<file path="config.mk">
export PLATFORM = sky130hd
export DESIGN_NAME = bus_read_driver
export DESIGN_NICKNAME = d
export VERILOG_FILES = /design/src/rtl/bus_read_driver.sv
export SDC_FILE = /design/constraint.sdc
export NUM_CORES = 1
export LEC_CHECK = 0
export ABC_AREA = 1
export CAP_MARGIN = 30
export CORE_UTILIZATION = 34
export CTS_BUF_LIST = sky130_fd_sc_hd__clkbuf_16
export DETAILED_ROUTE_END_ITERATION = 7
export GPL_TIMING_DRIVEN = 1
export PLACE_DENSITY_LB_ADDON = 0.2
export SYNTH_ARGS = -nofsm -noshare
export SYNTH_HDL_FRONTEND = slang
export SYNTH_SLANG_ARGS = --single-unit
</file>
<file path="constraint.sdc">
create_clock -name Clk -period 1.2 [get_ports Clk]
set_clock_uncertainty 0.1 [all_clocks]
set_input_delay 0.24 -clock Clk [delete_from_list [all_inputs] [get_ports Clk]]
set_output_delay 0.24 -clock Clk [all_outputs]
set_load 0.05 [all_outputs]
</file>
<file path="src/rtl/bus_read_driver.sv">
// Drives one selected source register onto the shared data bus.
// A read snapshots the source and holds it with BusValid for HOLD cycles.
module bus_read_driver #(
    parameter int WIDTH = 8,
    parameter int NSRC  = 6,
    parameter int SEL_W = 3,
    parameter int HOLD  = 2
) (
    input  logic                    Clk,
    input  logic                    RST,
    input  logic                    RdReq,
    input  logic [SEL_W-1:0]        RdSel,
    input  logic [NSRC*WIDTH-1:0]   SrcData,
    output logic [WIDTH-1:0]        BusOut,
    output logic                    BusValid,
    output logic                    Busy,
    output logic                    SelErr
);

    localparam int CNT_W = $clog2(HOLD + 1);
    localparam logic [CNT_W-1:0] CNT_LOAD = CNT_W'(HOLD - 1);
    localparam logic [SEL_W:0]   NSRC_EXT = (SEL_W + 1)'(NSRC);

    localparam logic [1:0] ST_IDLE  = 2'd0;
    localparam logic [1:0] ST_LOAD  = 2'd1;
    localparam logic [1:0] ST_DRIVE = 2'd2;

    logic [1:0]       state_q, state_d;
    logic [SEL_W-1:0] sel_q, sel_d;
    logic [CNT_W-1:0] cnt_q, cnt_d;
    logic [WIDTH-1:0] bus_out_q, bus_out_d;
    logic             bus_valid_q, bus_valid_d;
    logic             busy_q, busy_d;
    logic             sel_err_q, sel_err_d;
    logic             sel_ok;
    logic [WIDTH-1:0] src_sel;

    // Compare one bit wider so NSRC == 2**SEL_W makes every select legal.
    assign sel_ok = ({1'b0, RdSel} < NSRC_EXT);

    always_comb begin
        src_sel = '0;
        for (int i = 0; i < NSRC; i++) begin
            if (sel_q == SEL_W'(i)) begin
                src_sel = SrcData[i*WIDTH +: WIDTH];
            end
        end
    end

    always_comb begin
        state_d     = state_q;
        sel_d       = sel_q;
        cnt_d       = cnt_q;
        bus_out_d   = bus_out_q;
        bus_valid_d = bus_valid_q;
        busy_d      = busy_q;
        sel_err_d   = 1'b0;
        case (state_q)
            ST_IDLE: begin
                if (RdReq) begin
                    if (sel_ok) begin
                        sel_d   = RdSel;
                        busy_d  = 1'b1;
                        state_d = ST_LOAD;
                    end else begin
                        sel_err_d = 1'b1;
                    end
                end
            end
            ST_LOAD: begin
                bus_out_d   = src_sel;
                bus_valid_d = 1'b1;
                cnt_d       = CNT_LOAD;
                state_d     = ST_DRIVE;
            end
            ST_DRIVE: begin
                if (cnt_q != '0) begin
                    cnt_d = cnt_q - CNT_W'(1);
                end else begin
                    bus_valid_d = 1'b0;
                    busy_d      = 1'b0;
                    state_d     = ST_IDLE;
                end
            end
            default: begin
                bus_valid_d = 1'b0;
                busy_d      = 1'b0;
                state_d     = ST_IDLE;
            end
        endcase
    end

    always_ff @(posedge Clk) begin
        if (RST) begin
            state_q     <= ST_IDLE;
            sel_q       <= '0;
            cnt_q       <= '0;
            bus_out_q   <= '0;
            bus_valid_q <= 1'b0;
            busy_q      <= 1'b0;
            sel_err_q   <= 1'b0;
        end else begin
            state_q     <= state_d;
            sel_q       <= sel_d;
            cnt_q       <= cnt_d;
            bus_out_q   <= bus_out_d;
            bus_valid_q <= bus_valid_d;
            busy_q      <= busy_d;
            sel_err_q   <= sel_err_d;
        end
    end

    assign BusOut   = bus_out_q;
    assign BusValid = bus_valid_q;
    assign Busy     = busy_q;
    assign SelErr   = sel_err_q;

endmodule
</file>
==> results of run 1 <==
==> state kept, by name, summed over array words and instances, names as in the netlist <==
register and cells:
BusOut 8, sel_q 3, cnt_q 2, state_q 2
BusValid 1, Busy 1, SelErr 1
==> cell usage after synthesis <==
cell type / count
nand3_1: 20
clkbuf_8: 1
nand2_2: 3
buf_6: 1
nor3_4: 1
a21oi_1: 6
buf_2: 1
a21boi_0: 1
inv_2: 4
nand2_1: 38
nand2_4: 1
dfxtp_1: 18
o22ai_1: 1
a21oi_2: 8
o21ai_1: 1
o21ai_0: 19
nor2_1: 21
nor3_1: 8
inv_1: 8
nor2_4: 3
ha_1: 1
==> layout make-up <==
class / count / area share, %
inverters: 12 / 2.414
multi-input cells: 133 / 33.74
flip-flops and latches: 18 / 17.24
clock buffers: 3 / 3.448
repair buffers: 78 / 40.46
well taps: 44 / 2.529
clock inverters: 1 / 0.1724
==> critical path: stages (launching register included) <==
cell     delay, ns
dfxtp_4       0.40
inv_6         0.06
nor2_4        0.19
nand3_1       0.10
nand2_1       0.07
o21ai_1       0.06
nand3_1       0.09
nand2_1       0.07
a21oi_2       0.11
==> what timing repair did <==
item	4_1_cts	5_1_grt
pin swaps	5	3
resized for setup	11	19
endpoints found under the setup margin	12	16
gates cloned	1	0
setup buffers	1	0
hold buffers	0	0
==> logic make-up (layout without fill, tap and decap cells) <==
| family | count (synthesis) | after routing | synth area share, % |
|---|---|---|---|
| AND/OR/NAND/NOR | 95 | 96 | 40.02 |
| AO/OA/AOI/OAI | 36 | 36 | 19.39 |
| flip-flops | 18 | 18 | 32.65 |
| buffers and inverters | 15 | 94 | 6.802 |
| adder cells (fa/ha/maj) | 1 | 1 | 1.134 |
==> per-stage QoR <==
| stage | std cells | area [µm²] | power [µW] |
|---|---|---|---|
| 2_1_floorplan | 165 | 1110 | 998.2 |
| 3_3_place_gp | 283 | 2008 | 1378 |
| 3_5_place_dp | 283 | 2008 | 1385 |
| 4_1_cts | 289 | 2123 | 2084 |
| 5_1_grt | 289 | 2177 | 2201 |
| 6_report | 289 | 2177 | 2088 |
==> cells in the final DEF (no fill, tap or decap), drive strengths merged <==
cell type	instances
ha	1
a21boi	1
o22ai	1
clkinv	1
nand3	20
buf	25
nor2	25
a21oi	14
clkdlybuf4s50	53
clkbuf	3
o21ai	20
nor3	9
inv	12
nand2	42
dfxtp	18
==> where the power goes <==
group          total (µW)  internal (µW)  switching (µW)
clock                 675            443             231
sequential            689            636            52.7
combinational         724            397             328
total                2090           1480             612
==> per-layer routing <==
metal / vias to the layer above / part of all wire, %
met3: 4 / 4.8
met2: 36 / 53
met5: - / 0
met4: 0 / 1.2
li1: 716 / -
met1: 619 / 41
==> how the worst max path moves through the flow <==
| stage | from | to | slack, ns | cells after the start |
|---|---|---|---|---|
| 5_1_grt | sel_q[0] | BusOut[4] | -0.24 | 8 |
| 4_1_cts | sel_q[0] | BusOut[3] | -0.15 | 8 |
| 3_3_place_gp | SrcData[6] | BusOut[6] | -0.20 | 7 |
| 2_1_floorplan | sel_q[1] | BusOut[7] | 0.002 | 7 |
| 3_5_place_dp | SrcData[6] | BusOut[6] | -0.25 | 7 |
| 6_report | sel_q[0] | BusOut[3] | -0.13 | 8 |
==> impl_metrics.env, run 1 <==
export IMPL_grt_max_degree=16
export IMPL_grt_pass1_wl_um=5782
export IMPL_slew_violations=0
export IMPL_firstDrtPassIters=4
export IMPL_utilization_pct=70.73
export IMPL_port_buffers=64
export IMPL_drive_gt1_share_pct=27.76
export IMPL_dp_slack_ns=-0.2507
export IMPL_cap_violations=0
export IMPL_hp_start="BusValid"
export IMPL_cts_sink_count=18
export IMPL_critPathKind="register to register"
export IMPL_synth_seq_cells=18
export IMPL_grt_util_met3_pct=4.803
export IMPL_yosysTopAreaCell="dfxtp_1"
export IMPL_timing_final_ws_setup_ns=-0.1278
export IMPL_p_leak_uw=0.0008509
export IMPL_syn_num_nets=220
export IMPL_fin_crit_sh_pct=110.6
export IMPL_syn_to_final_growth_pct=97.28
export IMPL_reg2reg_to="BusOut[3]"
export IMPL_syn_area_um2=1104
export IMPL_ys_seq_area_share_pct=32.65
export IMPL_clock_path_buffers=2
export IMPL_num_antenna_cells=0
export IMPL_yosys_warnings=0
export IMPL_n_fill_cell=267
export IMPL_ios=65
export IMPL_synth_area_leaders="dfxtp_1, nand2_1, nand3_1"
export IMPL_via_count=1375
export IMPL_initial_core_util_pct=35.85
export IMPL_syn_avg_cell_area_um2=6.688
export IMPL_via_per_inst=4.758
export IMPL_min_to="BusValid"
export IMPL_relSlewSlack_pct=85.03
export IMPL_grt_pass1_vias=1349
export IMPL_drc_errors=0
export IMPL_cts_root_buf="clkbuf_16"
export IMPL_overflow=0
export IMPL_pwr_density_cell_nw_per_um2=959.1
export IMPL_worstMarginPinSlew_ns=0.2240
export IMPL_synth_top_area_share_pct=32.65
export IMPL_ant_nets=0
export IMPL_cp_arrival_ns=1.42
export IMPL_reg2reg_from="sel_q[0]"
export IMPL_insertion_delay_ns=0.25
export IMPL_hold_ws_ns=0.4103
export IMPL_worstHoldPathType="register to register"
export IMPL_ir_drop_mv=1.110
export IMPL_drtIter0Drc=68
export IMPL_dp_hpwl_um=2638
export IMPL_fmaxAchievable_mhz=753.1
export IMPL_met2_usage_pct=40.75
export IMPL_multi_input_area_um2=734.5
export IMPL_rsz0062_at_grt="true"
export IMPL_crit_fanout=8
export IMPL_track_usage_pct=22.14
export IMPL_setup_tns_ns=-0.8124
export IMPL_finalCriticalPeriod_ns=1.328
export IMPL_dieArea_um2=3477
export IMPL_die_width_um=58.97
export IMPL_start_kind="register"
export IMPL_whs_path_depth=2
export IMPL_clk_pin_slew_ns=0.05
export IMPL_seq_area_um2=375.4
export IMPL_finalNetCount=301
export IMPL_cts_buffers=3
export IMPL_cts_htree_levels=1
export IMPL_antenna_found_initial=0
export IMPL_std_cell_rows=20
export IMPL_design_core_area_um2=3078
export IMPL_r2r_setup_slack_ns=-0.13
export IMPL_die_h_um=58.97
export IMPL_required_ns=1.29
export IMPL_setup_viol=10
export IMPL_grt_busiest_layer="met2"
export IMPL_synthCells=165
export IMPL_cp_end_kind="register"
export IMPL_status="finished with violations"
export IMPL_gp_congestion=0.7878
export IMPL_cts_tree="yes"
export IMPL_wl_per_cell_um=12.08
export IMPL_met1_usage_pct=24.56
export IMPL_post_synth_num_cell_types=21
export IMPL_violations="negative setup slack"
export IMPL_wirelength_um=3492
export IMPL_hold_viol=0
export IMPL_reg2regPathDepth=8
Power figures use the tool's default switching activity.
==> run 2: changes to the inputs <==
--- a/config.mk
+++ b/config.mk
@@ -10,6 +10,7 @@
 export CORE_UTILIZATION = 34
 export CTS_BUF_LIST = sky130_fd_sc_hd__clkbuf_16
 export DETAILED_ROUTE_END_ITERATION = 7
+export GPL_ROUTABILITY_DRIVEN = 0
 export GPL_TIMING_DRIVEN = 1
 export PLACE_DENSITY_LB_ADDON = 0.2
 export SYNTH_ARGS = -nofsm -noshare
==> results of run 2 <==
Final layout, timing and power as in run 1 (identical DEF).
